### config.mk
export PLATFORM = sky130hd
export DESIGN_NAME = sme_tx_flat
export DESIGN_NICKNAME = d
export VERILOG_FILES = /design/src/rtl/sme_pkg.sv /design/src/rtl/sme_tx_if.sv /design/src/rtl/sme_tx_buf.sv /design/src/rtl/sme_tx.sv /design/src/flat_wrapper.sv
export SDC_FILE = /design/constraint.sdc
export NUM_CORES = 1
export LEC_CHECK = 0
export BUFFER_PORTS_ARGS = -buffer_cell sky130_fd_sc_hd__buf_4
export CORE_ASPECT_RATIO = 1.75
export CORE_MARGIN = 3
export CORE_UTILIZATION = 31
export DETAILED_ROUTE_END_ITERATION = 7
export SLEW_MARGIN = 5
export SYNTH_ARGS = -nofsm -noshare
export SYNTH_HDL_FRONTEND = slang
export SYNTH_SLANG_ARGS = --single-unit
### constraint.sdc
create_clock -name clk -period 4.4 [get_ports clk]
set_clock_uncertainty 0.1 [all_clocks]
set_input_delay 0.44 -clock clk [delete_from_list [all_inputs] [get_ports clk]]
set_output_delay 0.44 -clock clk [all_outputs]
set_load 0.01 [all_outputs]
### src/rtl/sme_pkg.sv
// sme_pkg: shared FSM state type, character constants and sizing defaults for sme_tx.
// Rev 1.0
`default_nettype none
package sme_pkg;
  typedef enum logic [2:0] {
    S_IDLE     = 3'd0,
    S_SEND_STR = 3'd1,
    S_SEND_PAT = 3'd2,
    S_WAIT     = 3'd3,
    S_REPORT   = 3'd4
  } sme_state_t;

  localparam logic [7:0] c_CARET  = 8'h5E;
  localparam logic [7:0] c_DOLLAR = 8'h24;
  localparam logic [7:0] c_DOT    = 8'h2E;
  localparam logic [7:0] c_SPACE  = 8'h20;

  localparam int c_STR_MAX_DEF = 32;
  localparam int c_PAT_MAX_DEF = 8;
  localparam int c_IDX_W       = 5;

  // Last WAIT count before giving up: 255 cycles in WAIT in total.
  localparam logic [7:0] c_TMO_LAST = 8'd254;
endpackage
`default_nettype wire

### src/rtl/sme_tx_if.sv
// sme_tx_if: host/engine signal bundle for sme_tx; timeout exists only with SME_TX_TIMEOUT_EN.
// Rev 1.0
`default_nettype none
interface sme_tx_if;
  import sme_pkg::*;

  logic               wr_en;
  logic               wr_sel;
  logic [7:0]         wr_data;
  logic               clr;
  logic               start;
  logic               start_pat;
  logic [7:0]         chardata;
  logic               isstring;
  logic               ispattern;
  logic               valid;
  logic               match;
  logic [c_IDX_W-1:0] match_index;
  logic               busy;
  logic               done;
  logic               res_match;
  logic [c_IDX_W-1:0] res_index;
  logic               ovf;
`ifdef SME_TX_TIMEOUT_EN
  logic               timeout;
`endif

  modport master (
`ifdef SME_TX_TIMEOUT_EN
    input  timeout,
`endif
    output wr_en, wr_sel, wr_data, clr, start, start_pat, valid, match, match_index,
    input  chardata, isstring, ispattern, busy, done, res_match, res_index, ovf
  );

  modport slave (
`ifdef SME_TX_TIMEOUT_EN
    output timeout,
`endif
    input  wr_en, wr_sel, wr_data, clr, start, start_pat, valid, match, match_index,
    output chardata, isstring, ispattern, busy, done, res_match, res_index, ovf
  );
endinterface
`default_nettype wire

### src/rtl/sme_tx_buf.sv
// sme_tx_buf: character buffer with indexed write and asynchronous indexed read; storage is never reset.
// Rev 1.0
`default_nettype none
module sme_tx_buf #(
  parameter int DEPTH = 8,
  parameter int AW    = $clog2(DEPTH)
) (
  input  wire logic          clk,
  input  wire logic          i_we,
  input  wire logic [AW-1:0] i_waddr,
  input  wire logic [7:0]    i_wdata,
  input  wire logic [AW-1:0] i_raddr,
  output logic [7:0]         o_rdata
);
  logic [7:0] r_mem [0:(1<<AW)-1];

  always_ff @(posedge clk) begin
    if (i_we) r_mem[i_waddr] <= i_wdata;
  end

  assign o_rdata = r_mem[i_raddr];
endmodule
`default_nettype wire

### src/rtl/sme_tx.sv
// sme_tx: buffers a string and a pattern, streams them to a matching engine and reports its result.
// Rev 1.0 -- optional WAIT timeout enabled by defining SME_TX_TIMEOUT_EN.
`default_nettype none
module sme_tx
  import sme_pkg::*;
#(
  parameter int STR_MAX = c_STR_MAX_DEF,
  parameter int PAT_MAX = c_PAT_MAX_DEF
) (
  input wire logic clk,
  input wire logic reset,
  sme_tx_if.slave  bus
);
  localparam int c_MAXLEN = (STR_MAX > PAT_MAX) ? STR_MAX : PAT_MAX;
  localparam int c_LW     = $clog2(c_MAXLEN + 1);
  localparam int c_SAW    = $clog2(STR_MAX);
  localparam int c_PAW    = $clog2(PAT_MAX);
  localparam logic [c_LW-1:0] c_STR_LIM = c_LW'(STR_MAX);
  localparam logic [c_LW-1:0] c_PAT_LIM = c_LW'(PAT_MAX);
  localparam logic [c_LW-1:0] c_ONE     = c_LW'(1);

  sme_state_t         r_state;
  logic [c_LW-1:0]    r_str_len;
  logic [c_LW-1:0]    r_pat_len;
  logic [c_LW-1:0]    r_idx;
  logic               r_ovf;
  logic [7:0]         r_chardata;
  logic               r_isstring;
  logic               r_ispattern;
  logic               r_busy;
  logic               r_done;
  logic               r_res_match;
  logic [c_IDX_W-1:0] r_res_index;
`ifdef SME_TX_TIMEOUT_EN
  logic [7:0]         r_tmo_cnt;
  logic               r_timeout;
`endif

  logic             w_idle;
  logic             w_wr_ok;
  logic             w_str_we;
  logic             w_pat_we;
  logic             w_wr_drop;
  logic             w_go;
  logic             w_go_str;
  logic [c_SAW-1:0] w_str_raddr;
  logic [c_PAW-1:0] w_pat_raddr;
  logic [7:0]       w_str_char;
  logic [7:0]       w_pat_char;

  assign w_idle    = (r_state == S_IDLE);
  assign w_wr_ok   = w_idle & bus.wr_en & ~bus.clr;
  assign w_str_we  = w_wr_ok & ~bus.wr_sel & (r_str_len < c_STR_LIM);
  assign w_pat_we  = w_wr_ok &  bus.wr_sel & (r_pat_len < c_PAT_LIM);
  assign w_wr_drop = w_wr_ok & (bus.wr_sel ? (r_pat_len >= c_PAT_LIM) : (r_str_len >= c_STR_LIM));
  assign w_go      = w_idle & ~bus.clr & (bus.start | bus.start_pat) & (r_pat_len != '0);
  assign w_go_str  = bus.start & (r_str_len != '0);

  // Each buffer presents entry 0 unless it is the one being streamed, so the
  // first character of a phase is ready on the cycle that phase is entered.
  assign w_str_raddr = (r_state == S_SEND_STR) ? r_idx[c_SAW-1:0] : '0;
  assign w_pat_raddr = (r_state == S_SEND_PAT) ? r_idx[c_PAW-1:0] : '0;

  sme_tx_buf #(.DEPTH(STR_MAX), .AW(c_SAW)) u_str_buf (
    .clk     (clk),
    .i_we    (w_str_we),
    .i_waddr (r_str_len[c_SAW-1:0]),
    .i_wdata (bus.wr_data),
    .i_raddr (w_str_raddr),
    .o_rdata (w_str_char)
  );

  sme_tx_buf #(.DEPTH(PAT_MAX), .AW(c_PAW)) u_pat_buf (
    .clk     (clk),
    .i_we    (w_pat_we),
    .i_waddr (r_pat_len[c_PAW-1:0]),
    .i_wdata (bus.wr_data),
    .i_raddr (w_pat_raddr),
    .o_rdata (w_pat_char)
  );

  always_ff @(posedge clk or negedge reset) begin
    if (!reset) begin
      r_state     <= S_IDLE;
      r_str_len   <= '0;
      r_pat_len   <= '0;
      r_idx       <= '0;
      r_ovf       <= 1'b0;
      r_chardata  <= 8'h00;
      r_isstring  <= 1'b0;
      r_ispattern <= 1'b0;
      r_busy      <= 1'b0;
      r_done      <= 1'b0;
      r_res_match <= 1'b0;
      r_res_index <= '0;
`ifdef SME_TX_TIMEOUT_EN
      r_tmo_cnt   <= 8'd0;
      r_timeout   <= 1'b0;
`endif
    end else begin
      r_done <= 1'b0;
`ifdef SME_TX_TIMEOUT_EN
      r_timeout <= 1'b0;
`endif
      case (r_state)
        S_IDLE: begin
          if (bus.clr) begin
            r_str_len <= '0;
            r_pat_len <= '0;
            r_ovf     <= 1'b0;
          end else begin
            if (w_str_we)  r_str_len <= r_str_len + c_ONE;
            if (w_pat_we)  r_pat_len <= r_pat_len + c_ONE;
            if (w_wr_drop) r_ovf     <= 1'b1;
            if (w_go) begin
              r_busy <= 1'b1;
              r_idx  <= c_ONE;
              if (w_go_str) begin
                r_state    <= S_SEND_STR;
                r_chardata <= w_str_char;
                r_isstring <= 1'b1;
              end else begin
                r_state     <= S_SEND_PAT;
                r_chardata  <= w_pat_char;
                r_ispattern <= 1'b1;
              end
            end
          end
        end
        S_SEND_STR: begin
          if (r_idx == r_str_len) begin
            r_state     <= S_SEND_PAT;
            r_isstring  <= 1'b0;
            r_ispattern <= 1'b1;
            r_chardata  <= w_pat_char;
            r_idx       <= c_ONE;
          end else begin
            r_chardata <= w_str_char;
            r_idx      <= r_idx + c_ONE;
          end
        end
        S_SEND_PAT: begin
          if (r_idx == r_pat_len) begin
            r_state     <= S_WAIT;
            r_ispattern <= 1'b0;
            r_chardata  <= 8'h00;
`ifdef SME_TX_TIMEOUT_EN
            r_tmo_cnt   <= 8'd0;
`endif
          end else begin
            r_chardata <= w_pat_char;
            r_idx      <= r_idx + c_ONE;
          end
        end
        S_WAIT: begin
          if (bus.valid) begin
            r_res_match <= bus.match;
            r_res_index <= bus.match_index;
            r_done      <= 1'b1;
            r_state     <= S_REPORT;
`ifdef SME_TX_TIMEOUT_EN
          end else if (r_tmo_cnt == c_TMO_LAST) begin
            r_res_match <= 1'b0;
            r_res_index <= '0;
            r_done      <= 1'b1;
            r_timeout   <= 1'b1;
            r_state     <= S_REPORT;
          end else begin
            r_tmo_cnt <= r_tmo_cnt + 8'd1;
`endif
          end
        end
        S_REPORT: begin
          r_state <= S_IDLE;
          r_busy  <= 1'b0;
        end
        default: begin
          r_state <= S_IDLE;
          r_busy  <= 1'b0;
        end
      endcase
    end
  end

  assign bus.chardata  = r_chardata;
  assign bus.isstring  = r_isstring;
  assign bus.ispattern = r_ispattern;
  assign bus.busy      = r_busy;
  assign bus.done      = r_done;
  assign bus.res_match = r_res_match;
  assign bus.res_index = r_res_index;
  assign bus.ovf       = r_ovf;
`ifdef SME_TX_TIMEOUT_EN
  assign bus.timeout   = r_timeout;
`endif
endmodule
`default_nettype wire

### src/flat_wrapper.sv
// flat-port wrapper written by rule: the top's interface ports become plain ports
module sme_tx_flat import sme_pkg::*;
#(
  parameter int STR_MAX = c_STR_MAX_DEF,
  parameter int PAT_MAX = c_PAT_MAX_DEF
)
  (clk, reset, bus_wr_en, bus_wr_sel, bus_wr_data, bus_clr, bus_start, bus_start_pat, bus_valid, bus_match, bus_match_index, bus_chardata, bus_isstring, bus_ispattern, bus_busy, bus_done, bus_res_match, bus_res_index, bus_ovf);
  sme_tx_if bus_i ();
  input wire logic clk;
  input wire logic reset;
  input wire logic [$bits(bus_i.wr_en)-1:0] bus_wr_en;
  input wire logic [$bits(bus_i.wr_sel)-1:0] bus_wr_sel;
  input wire logic [$bits(bus_i.wr_data)-1:0] bus_wr_data;
  input wire logic [$bits(bus_i.clr)-1:0] bus_clr;
  input wire logic [$bits(bus_i.start)-1:0] bus_start;
  input wire logic [$bits(bus_i.start_pat)-1:0] bus_start_pat;
  input wire logic [$bits(bus_i.valid)-1:0] bus_valid;
  input wire logic [$bits(bus_i.match)-1:0] bus_match;
  input wire logic [$bits(bus_i.match_index)-1:0] bus_match_index;
  output wire logic [$bits(bus_i.chardata)-1:0] bus_chardata;
  output wire logic [$bits(bus_i.isstring)-1:0] bus_isstring;
  output wire logic [$bits(bus_i.ispattern)-1:0] bus_ispattern;
  output wire logic [$bits(bus_i.busy)-1:0] bus_busy;
  output wire logic [$bits(bus_i.done)-1:0] bus_done;
  output wire logic [$bits(bus_i.res_match)-1:0] bus_res_match;
  output wire logic [$bits(bus_i.res_index)-1:0] bus_res_index;
  output wire logic [$bits(bus_i.ovf)-1:0] bus_ovf;
  assign bus_i.wr_en = bus_wr_en;
  assign bus_i.wr_sel = bus_wr_sel;
  assign bus_i.wr_data = bus_wr_data;
  assign bus_i.clr = bus_clr;
  assign bus_i.start = bus_start;
  assign bus_i.start_pat = bus_start_pat;
  assign bus_i.valid = bus_valid;
  assign bus_i.match = bus_match;
  assign bus_i.match_index = bus_match_index;
  assign bus_chardata = bus_i.chardata;
  assign bus_isstring = bus_i.isstring;
  assign bus_ispattern = bus_i.ispattern;
  assign bus_busy = bus_i.busy;
  assign bus_done = bus_i.done;
  assign bus_res_match = bus_i.res_match;
  assign bus_res_index = bus_i.res_index;
  assign bus_ovf = bus_i.ovf;
  sme_tx #(.STR_MAX(STR_MAX), .PAT_MAX(PAT_MAX)) u_core (.clk(clk), .reset(reset), .bus(bus_i));
endmodule
After elaboration in Yosys (flattened, before gate mapping)
Memories as Yosys holds them, arrays and structs flattened.
Index checks and enable logic that the tools add are counted.
{ "classes": {"addsub": 3, "order_cmp": 4, "n_eq_ne": 13, "n_mux": 47, "bitwise": 15, "reduce_logical": 19} }
{ "ops": {"columns": ["operator", "count"], "rows": [
  ["6-bit two-way mux", 8],
  ["8-bit two-way mux", 5],
  ["8-bit case mux with 3 select lines", 1],
  ["1-bit two-way mux", 20],
  ["6-bit by 1-bit adder with 6-bit output (second input constant)", 3],
  ["3-bit two-way mux", 6],
  ["6-bit case mux with 3 select lines", 1],
  ["2-bit != test (second input constant)", 8],
  ["6-bit == test", 2],
  ["3-bit case mux with 4 select lines", 1],
  ["6-bit nonzero test", 2],
  ["1-bit AND", 11],
  ["5-bit AND reduction", 2],
  ["2-bit AND reduction", 4],
  ["2-bit nonzero test", 4],
  ["3-bit by 2-bit == test with 1-bit output (second input constant)", 2],
  ["6-bit by 4-bit >= comparator with 1-bit output (second input constant)", 1],
  ["6-bit >= comparator (second input constant)", 1],
  ["6-bit by 4-bit less-than comparator with 1-bit output (second input constant)", 1],
  ["6-bit less-than comparator (second input constant)", 1],
  ["3-bit AND reduction", 2],
  ["6-bit AND reduction", 1],
  ["5-bit two-way mux", 1],
  ["1-bit case mux with 2 select lines", 2],
  ["other kinds (9)", 11]
]} }
{ "totals": {"regBits": 40, "ram_bits": 320, "in_bits": 22, "out_inout_bits": 19, "n_memories": 2} }
{ "memory_table": {"columns": ["memory", "words", "width", "read_ports", "rd_clocked_by_memory_dff", "write_ports", "line_no", "text"], "rows": [
  ["u_core.u_str_buf.r_mem", 32, 8, 1, 0, 1, "sme_tx_buf.sv:15", "logic [7:0] r_mem [0:(1<<AW)-1];"],
  ["u_core.u_pat_buf.r_mem", 8, 8, 1, 0, 1, "sme_tx_buf.sv:15", null]
]} }

Longest topological paths before layout
Gate-level depths: netlist (run 1).
{ "logic_depth": {"depth_word": 7, "ltp_mapped": 10, "ltp_nobuf": 8} }

Modules after synthesis
From an unflattened synthesis (run 1), not the netlist that was laid out.
{ "hier_totals": {"cells_unflattened": 722, "area_unflattened_um2": 14620.3} }
{ "modules_own_cells": {"columns": ["module", "instances", "cells_per_inst", "area_per_inst_um2", "seq_area_each_um2"], "rows": [
  ["sme_tx_buf (u_core.u_str_buf)", 1, 409, 9893.2, 7687.4],
  ["sme_tx_buf (u_core.u_pat_buf)", 1, 106, 2531.2, 1921.8],
  ["sme_tx", 1, 207, 2195.9, 1001.0]
]} }

Least setup slack after synthesis (run 1)
OpenSTA, ideal clock, no wires.
{ "synth_timing": {"kind": "register to register", "startpoint": "register u_core.r_state[2]", "endpoint": "memory u_core.u_pat_buf.r_mem[0][0], enable pin", "arrival_time_ns": 2.066, "slack_ns": 1.850, "stages_incl_launch_ff": 8, "n_path_buf": 2, "period_less_slack_ns": 2.550, "path_cell_list": "dfrtp_1 -> buf_6 -> buf_6 -> nor3_1 -> nand3b_1 -> nor2_1 -> nand2_1 -> nor3_1"} }
{ "synth_via": {"elab_chain_cells": 7} }
{ "synth_rtl": {"columns": ["item", "line_no", "text"], "rows": [
  ["from (decl)", "sme_tx.sv:22", "sme_state_t r_state;"],
  ["from (signal assigned)", "sme_tx.sv:84", "r_state <= S_IDLE;"],
  ["from (signal assigned)", "sme_tx.sv:119", "r_state <= S_SEND_STR;"],
  ["from (signal assigned)", "sme_tx.sv:123", "r_state <= S_SEND_PAT;"],
  ["3-bit zero test", "sme_tx.sv:51", "assign w_idle = (r_state == S_IDLE);"],
  ["1-bit AND (2 in series)", "sme_tx.sv:52", "assign w_wr_ok = w_idle & bus.wr_en & ~bus.clr;"],
  ["1-bit AND (2 in series)", "sme_tx.sv:54", "assign w_pat_we = w_wr_ok & bus.wr_sel & (r_pat_len < c_PAT_LIM);"],
  ["1-bit two-way mux", "sme_tx_buf.sv:18", "if (i_we) r_mem[i_waddr] <= i_wdata;"],
  ["1-bit two-way mux (not written as such)", "sme_tx_buf.sv:18", null],
  ["to (decl)", "sme_tx_buf.sv:15", null]
]} }
Every way passes these cells.

Worst setup path in the final report (run 1)
{ "layout_timing": {"startpoint": "register u_core.r_state[0]", "endpoint": "memory u_core.u_str_buf.r_mem[15][0], enable pin"} }
{ "layout_via": {"elab_chain_cells": 7} }
{ "layout_rtl": {"columns": ["item", "line_no", "text"], "rows": [
  ["3-bit zero test", "sme_tx.sv:51", null],
  ["1-bit AND (2 in series)", "sme_tx.sv:52", null],
  ["1-bit AND (2 in series)", "sme_tx.sv:53", "assign w_str_we = w_wr_ok & ~bus.wr_sel & (r_str_len < c_STR_LIM);"],
  ["1-bit two-way mux", "sme_tx_buf.sv:18", null],
  ["1-bit two-way mux (not written as such)", "sme_tx_buf.sv:18", null],
  ["to (decl)", "sme_tx_buf.sv:15", null]
]} }
Every way passes these cells.

==> results of run 1 <==
-- layout make-up --
type	instances	area [um2]
fill	4684	31600
sequential	360	10600
multi-input combinational	575	4220
tap	654	818
clock buffer	40	817
timing repair buffer	64	495
clock inverter	12	149
inverter	14	52.6
-- worst paths after layout --
check,depth (start not counted),slack [ps],startpoint,to
max,5,1020,u_core.r_state[0],u_core.u_str_buf.r_mem[15][0]
min,2,20,bus_match_index[4],u_core.bus.res_index[4]
max reg2reg,5,1020,u_core.r_state[0],u_core.u_str_buf.r_mem[15][0]
min reg2reg,1,390,u_core.bus.ovf,u_core.bus.ovf
max in group asynchronous,2,3440,reset,u_core.r_idx[2]
min in group asynchronous,2,310,reset,u_core.r_state[0]
-- registers in the layout (all words and copies together), names as in the netlist, 3 cells and up --
signal                  flops
u_core.bus.chardata         8
u_core.u_pat_buf.r_mem     64
u_core.bus.res_index        5
u_core.r_pat_len            6
u_core.r_str_len            6
u_core.u_str_buf.r_mem    256
u_core.r_state              3
u_core.r_idx                6
-- routing by layer --
metal	share of wire	up-vias
met5	0	-
met4	0.053	0
met3	0.048	80
met2	0.56	327
met1	0.34	4551
li1	-	4022
-- power groups by stage --
stage	logic, mW	registers, mW	clock network (mW)
2_1_floorplan	1.99	4.04	0
3_3_place_gp	2.64	4.22	0
3_5_place_dp	2.66	4.23	0
4_1_cts	2.67	4.16	2.70
5_1_grt	2.86	4.18	2.83
6_report	2.66	4.16	2.66
-- cells by family (layout without fill, tap and decap cells) --
group / count (synthesis) / count (layout) / share of synthesized area
xor gates and xnor gates: 18 / 18 / 0.0103
DFF: 360 / 360 / 0.695
buffers and inverters: 78 / 130 / 0.0297
and+or+nand+nor: 236 / 236 / 0.0739
muxes: 91 / 91 / 0.0805
adders and majority gates: 7 / 7 / 0.00574
AOI/OAI and AO/OA: 223 / 223 / 0.105
-- layout by cell type, fill, tap and decap left out, drive strengths merged, types with 13 or more instances in the layout --
cell type,instances
mux4,23
dfrtp,40
o21ai,29
a31oi,13
nor2,106
a221oi,13
mux2,22
buf,58
edfxtp,320
inv,16
a21oi,47
nand3,14
clkbuf,40
o22ai,18
mux2i,46
nand2,56
a211oi,17
==> impl_metrics.tcl, run 1 <==
set metrics [dict create \
    leakage_nw 5.65 \
    placed_area_um2 16100 \
    fin_crit_ps 3380 \
    start_kind "flop" \
    power.internal_mw 6.39 \
    async_flop_share 0.111 \
    grt_max_degree 63 \
    die_w_um 174 \
    vias 8980 \
    ys_types 75 \
    ys.flop_type "edfxtp_1" \
    syn_area_per_cell_um2 15.1 \
    initial_core_util 0.313 \
    viasPerCell 5.22 \
    synth_warnings 0 \
    final_util 0.352 \
    setup_slack_ps 1020 \
    fin_setup_tns_ps 0 \
    routed_wl_um 40200 \
    hold_class "in -> reg" \
    cts_setup_buffers 0 \
    finalPower_mw 9.48 \
    antenna_cells 0 \
    grt-busiest-layer "met2" \
    final_net_count 1073 \
    yosysMostFrequentCell "edfxtp_1" \
    grt.met3_usage 0.0180 \
    root_buffer "clkbuf_16" \
    synthTopCellsByArea "edfxtp_1 63%, dfrtp_1 6.6%, mux4_2 3.4%" \
    die_y_um 300 \
    power_switching_mw 3.08 \
    antenna_left 0 \
    p_comb_frac 0.281 \
    synth-edff-count 320 \
    h-tree-depth 1 \
    grtUsageTotal 0.151 \
    antenna_found_initial 0 \
    first_iter_violations 582 \
    slowest_stage "nor2_1" \
    synth_top_cell_by_area "edfxtp_1" \
    p_seq_frac 0.438 \
    status "finished clean" \
    p_per_area_nw_per_um2 552 \
    tightestPinTransition_ps 1030 \
    dieArea_um2 52100 \
    worstPathArrival_ps 3460 \
    syn_area_um2 15300 \
    grt_pass1_vias 9200 \
    synth_seq_cells 360 \
    port-buffer-count 40 \
    crit_family "simple AND/OR/NAND/NOR gates" \
    syn_to_final_growth_pct 12.4 \
    numCtsBuffers 29 \
    ioPinCount 41 \
    cts_tree "yes" \
    drive_above_1_share 0.167 \
    path_max_fanout 19 \
    grtUsageMet1 0.158 \
    rows 107 \
    switching_share 0.325 \
    grt_use_met2 0.294 \
    endpoint_kind "flop" \
    clock_path_buffers 3 \
    synth_top_area_frac 0.629 \
    synthTopCellsByCount "320 x edfxtp_1, 104 x nor2_1, 56 x nand2_1" \
    insertion_delay_ps 570 \
    path_cells "nor3_1, nand3b_1, nor3_2, nand2_1, nor2_1" \
    fmax_mhz 296 \
    clkSlewWorstSetupHoldPaths_ps 80 \
    critical_path_required_ps 4480 \
    cts_resized 0 \
    dp_hpwl_um 27400 \
    maxCapViolations 0 \
    yosysSeqAreaShare 0.695 \
    holdWs_ps 21.1 \
    cp_slowest_stage_delay_ps 810 \
    syn_nets 1042 \
    hold_viol 0 \
    cts_hold_repair.buffers 6 \
    firstDrtPassIters 5 \
    cts_sinks 360 \
    slew_violations 0 \
    gp_congestion 0.933 \
    fin_area_um2 17200 \
    min_period_over_period 0.769 \
    drc_errors 0 \
    pre_cts_ws_ps 1140 \
    dp_cells 1661 \
    max_slew_margin 0.306 \
    p_clk_frac 0.281 \
    critical_path_class "reg -> reg" \
    rsz0062_at_grt "no" \
    finalSetupViolCount 0 \
    grt_overflow 0 \
    core_area_um2 48700 \
    crit_buf_inv 0 \
    layout.cells.non_filler 1719 \
    max-vdd-ir-drop_mv 0.265 \
    syn_inst 1013 \
    grt_pass1_wl_um 59400 \
    routedWlPerCell_um 23.4 \
]
No activity file was read; power rests on OpenSTA's default activity.
==> inputs of run 2 (changes only) <==
==> constraint.sdc (replaced) <==
create_clock -name clk -period 3.4 [get_ports clk]
set_clock_uncertainty 0.1 [all_clocks]
set_input_delay 0.34 -clock clk [delete_from_list [all_inputs] [get_ports clk]]
set_output_delay 0.34 -clock clk [all_outputs]
set_load 0.01 [all_outputs]
==> impl_metrics.tcl, run 2 (same netlist as run 1, synthesis figures left out) <==
set metrics [dict create \
    dp_hpwl_um 28700 \
    maxCapViolations 0 \
    ff2ff_path_depth 7 \
    grtUsageTotal 0.158 \
    ff_latch_area_um2 10600 \
    clkSlewWorstSetupHoldPaths_ps 70 \
    cts_hold_repair.buffers 9 \
    dieArea_um2 52100 \
    dr_wl_met3_um 1620 \
    max-vdd-ir-drop_mv 0.358 \
    setup_slack_ps 95.6 \
    die_w_um 174 \
    viasPerCell 5.18 \
    endpoint_kind "flop" \
    leakage_nw 5.99 \
    multi_input_area_um2 4220 \
    tightestPinTransition_ps 771 \
    port-buffer-count 40 \
    min_period_over_period 0.972 \
    grt_pass1_wl_um 62400 \
    critical_path_class "reg -> reg" \
    die_y_um 300 \
    hold_class "in -> reg" \
    status "finished clean" \
    rsz0062_at_grt "no" \
    initial_core_util 0.313 \
    final_cell_mix "320 x edfxtp_1, 112 x buf_4, 104 x nor2_1, 56 x nand2_1" \
    finalSetupViolCount 0 \
    cp_slowest_stage_delay_ps 730 \
    grt_max_degree 64 \
    route.met2.wl_um 22700 \
    pre_cts_ws_ps 230 \
    core_area_um2 48700 \
    fmax_mhz 303 \
    start_kind "flop" \
    finalPower_mw 12.6 \
    root_buffer "clkbuf_16" \
    largest_register_ff_count 256 \
    routedWlPerCell_um 23.4 \
    slew_violations 0 \
    grt_overflow 0 \
    top_register "u_core.u_str_buf.r_mem" \
    routed_wl_um 41600 \
    clock_path_buffers 3 \
    cts_setup_buffers 0 \
    hold_viol 0 \
    antenna_found_initial 0 \
    cts_resized 0 \
    h-tree-depth 1 \
    worstPathArrival_ps 3660 \
    cts_sinks 360 \
    final_common_cell "edfxtp_1" \
    grt_pass1_vias 9670 \
    antenna_cells 0 \
    critical_path_required_ps 3750 \
    cts_tree "yes" \
    vias 9223 \
    dp_cells 1717 \
    slowest_stage "dfrtp_1" \
    final_net_count 1133 \
    firstDrtPassIters 7 \
    insertion_delay_ps 570 \
    gp_congestion 0.860 \
    holdWs_ps 49.6 \
    fin_crit_ps 3300 \
    rows 107 \
    drive_above_1_share 0.209 \
    fin_setup_tns_ps 0 \
    nFillCells 4627 \
    whs_path_depth 4 \
    ioPinCount 41 \
    drt-met1-wl_um 14300 \
    placed_area_um2 16600 \
    numCtsBuffers 30 \
    p_per_area_nw_per_um2 712 \
    path_cells "nand4bb_2, a221oi_1, a21oi_1, o311ai_1, buf_4, a41oi_1, a221o_1" \
    fin_area_um2 17700 \
    path_max_fanout 19 \
    max_slew_margin 0.481 \
    syn_to_final_growth_pct 16.0 \
    drc_errors 0 \
    first_iter_violations 777 \
    dr.max_layer_used "met4" \
    layout.cells.non_filler 1779 \
    antenna_left 0 \
    final_util 0.364 \
]
-- run 2: changes by cell type in the layout (fill, tap and decap cells not counted), sizes merged --
cell         delta
buf            +56
clkbuf          -4
bufinv          +3
dlygate4sd3     +3
clkinv          +2
clkinvlp        +1
inv             -1
-- run 2: layer usage --
| layer | GRT usage | vias up |
|---|---|---|
| met3 | 0.0160 | 119 |
| met1 | 0.162 | 4644 |
| met5 | 0 | - |
| met2 | 0.301 | 319 |
| met4 | 0.103 | 0 |
| li1 | - | 4141 |
-- run 2: cell type report --
| type | instances | share of cell area |
|---|---|---|
| Timing Repair Buffer | 123 | 0.0548 |
| Clock buffer | 36 | 0.0448 |
| Sequential cell | 360 | 0.599 |
| Clock inverter | 17 | 0.0139 |
| Multi-Input combinational cell | 575 | 0.238 |
| Tap cell | 654 | 0.0462 |
| Inverter | 14 | 0.00297 |
-- run 2: path summary, 6_finish.rpt --
kind	start	endpoint	slack [ps]
max	u_core.r_state[0]	u_core.bus.chardata[5]	100
min reg2reg	u_core.bus.ovf	u_core.bus.ovf	400
max reg2reg	u_core.r_state[0]	u_core.bus.chardata[5]	100
min in group asynchronous	reset	u_core.r_str_len[3]	200
min	bus_clr	u_core.r_state[1]	50
max in group asynchronous	reset	u_core.r_idx[2]	2560
-- run 2: report_power, final --
part | total, mW | switching [mW] | leakage (nW) | internal (mW)
Sequential | 5.34 | 0.344 | 3.39 | 5.00
Combinational | 3.61 | 2.14 | 2.09 | 1.47
Clock | 3.68 | 1.56 | 0.507 | 2.12
-- run 2: critical path: cells and delay by family, from the launching register on --
family	cells	cell delay (ps)
AO/OA/AOI/OAI	5	1580
AND/OR/NAND/NOR	1	550
flip-flops	1	730
buffers and inverters	1	210
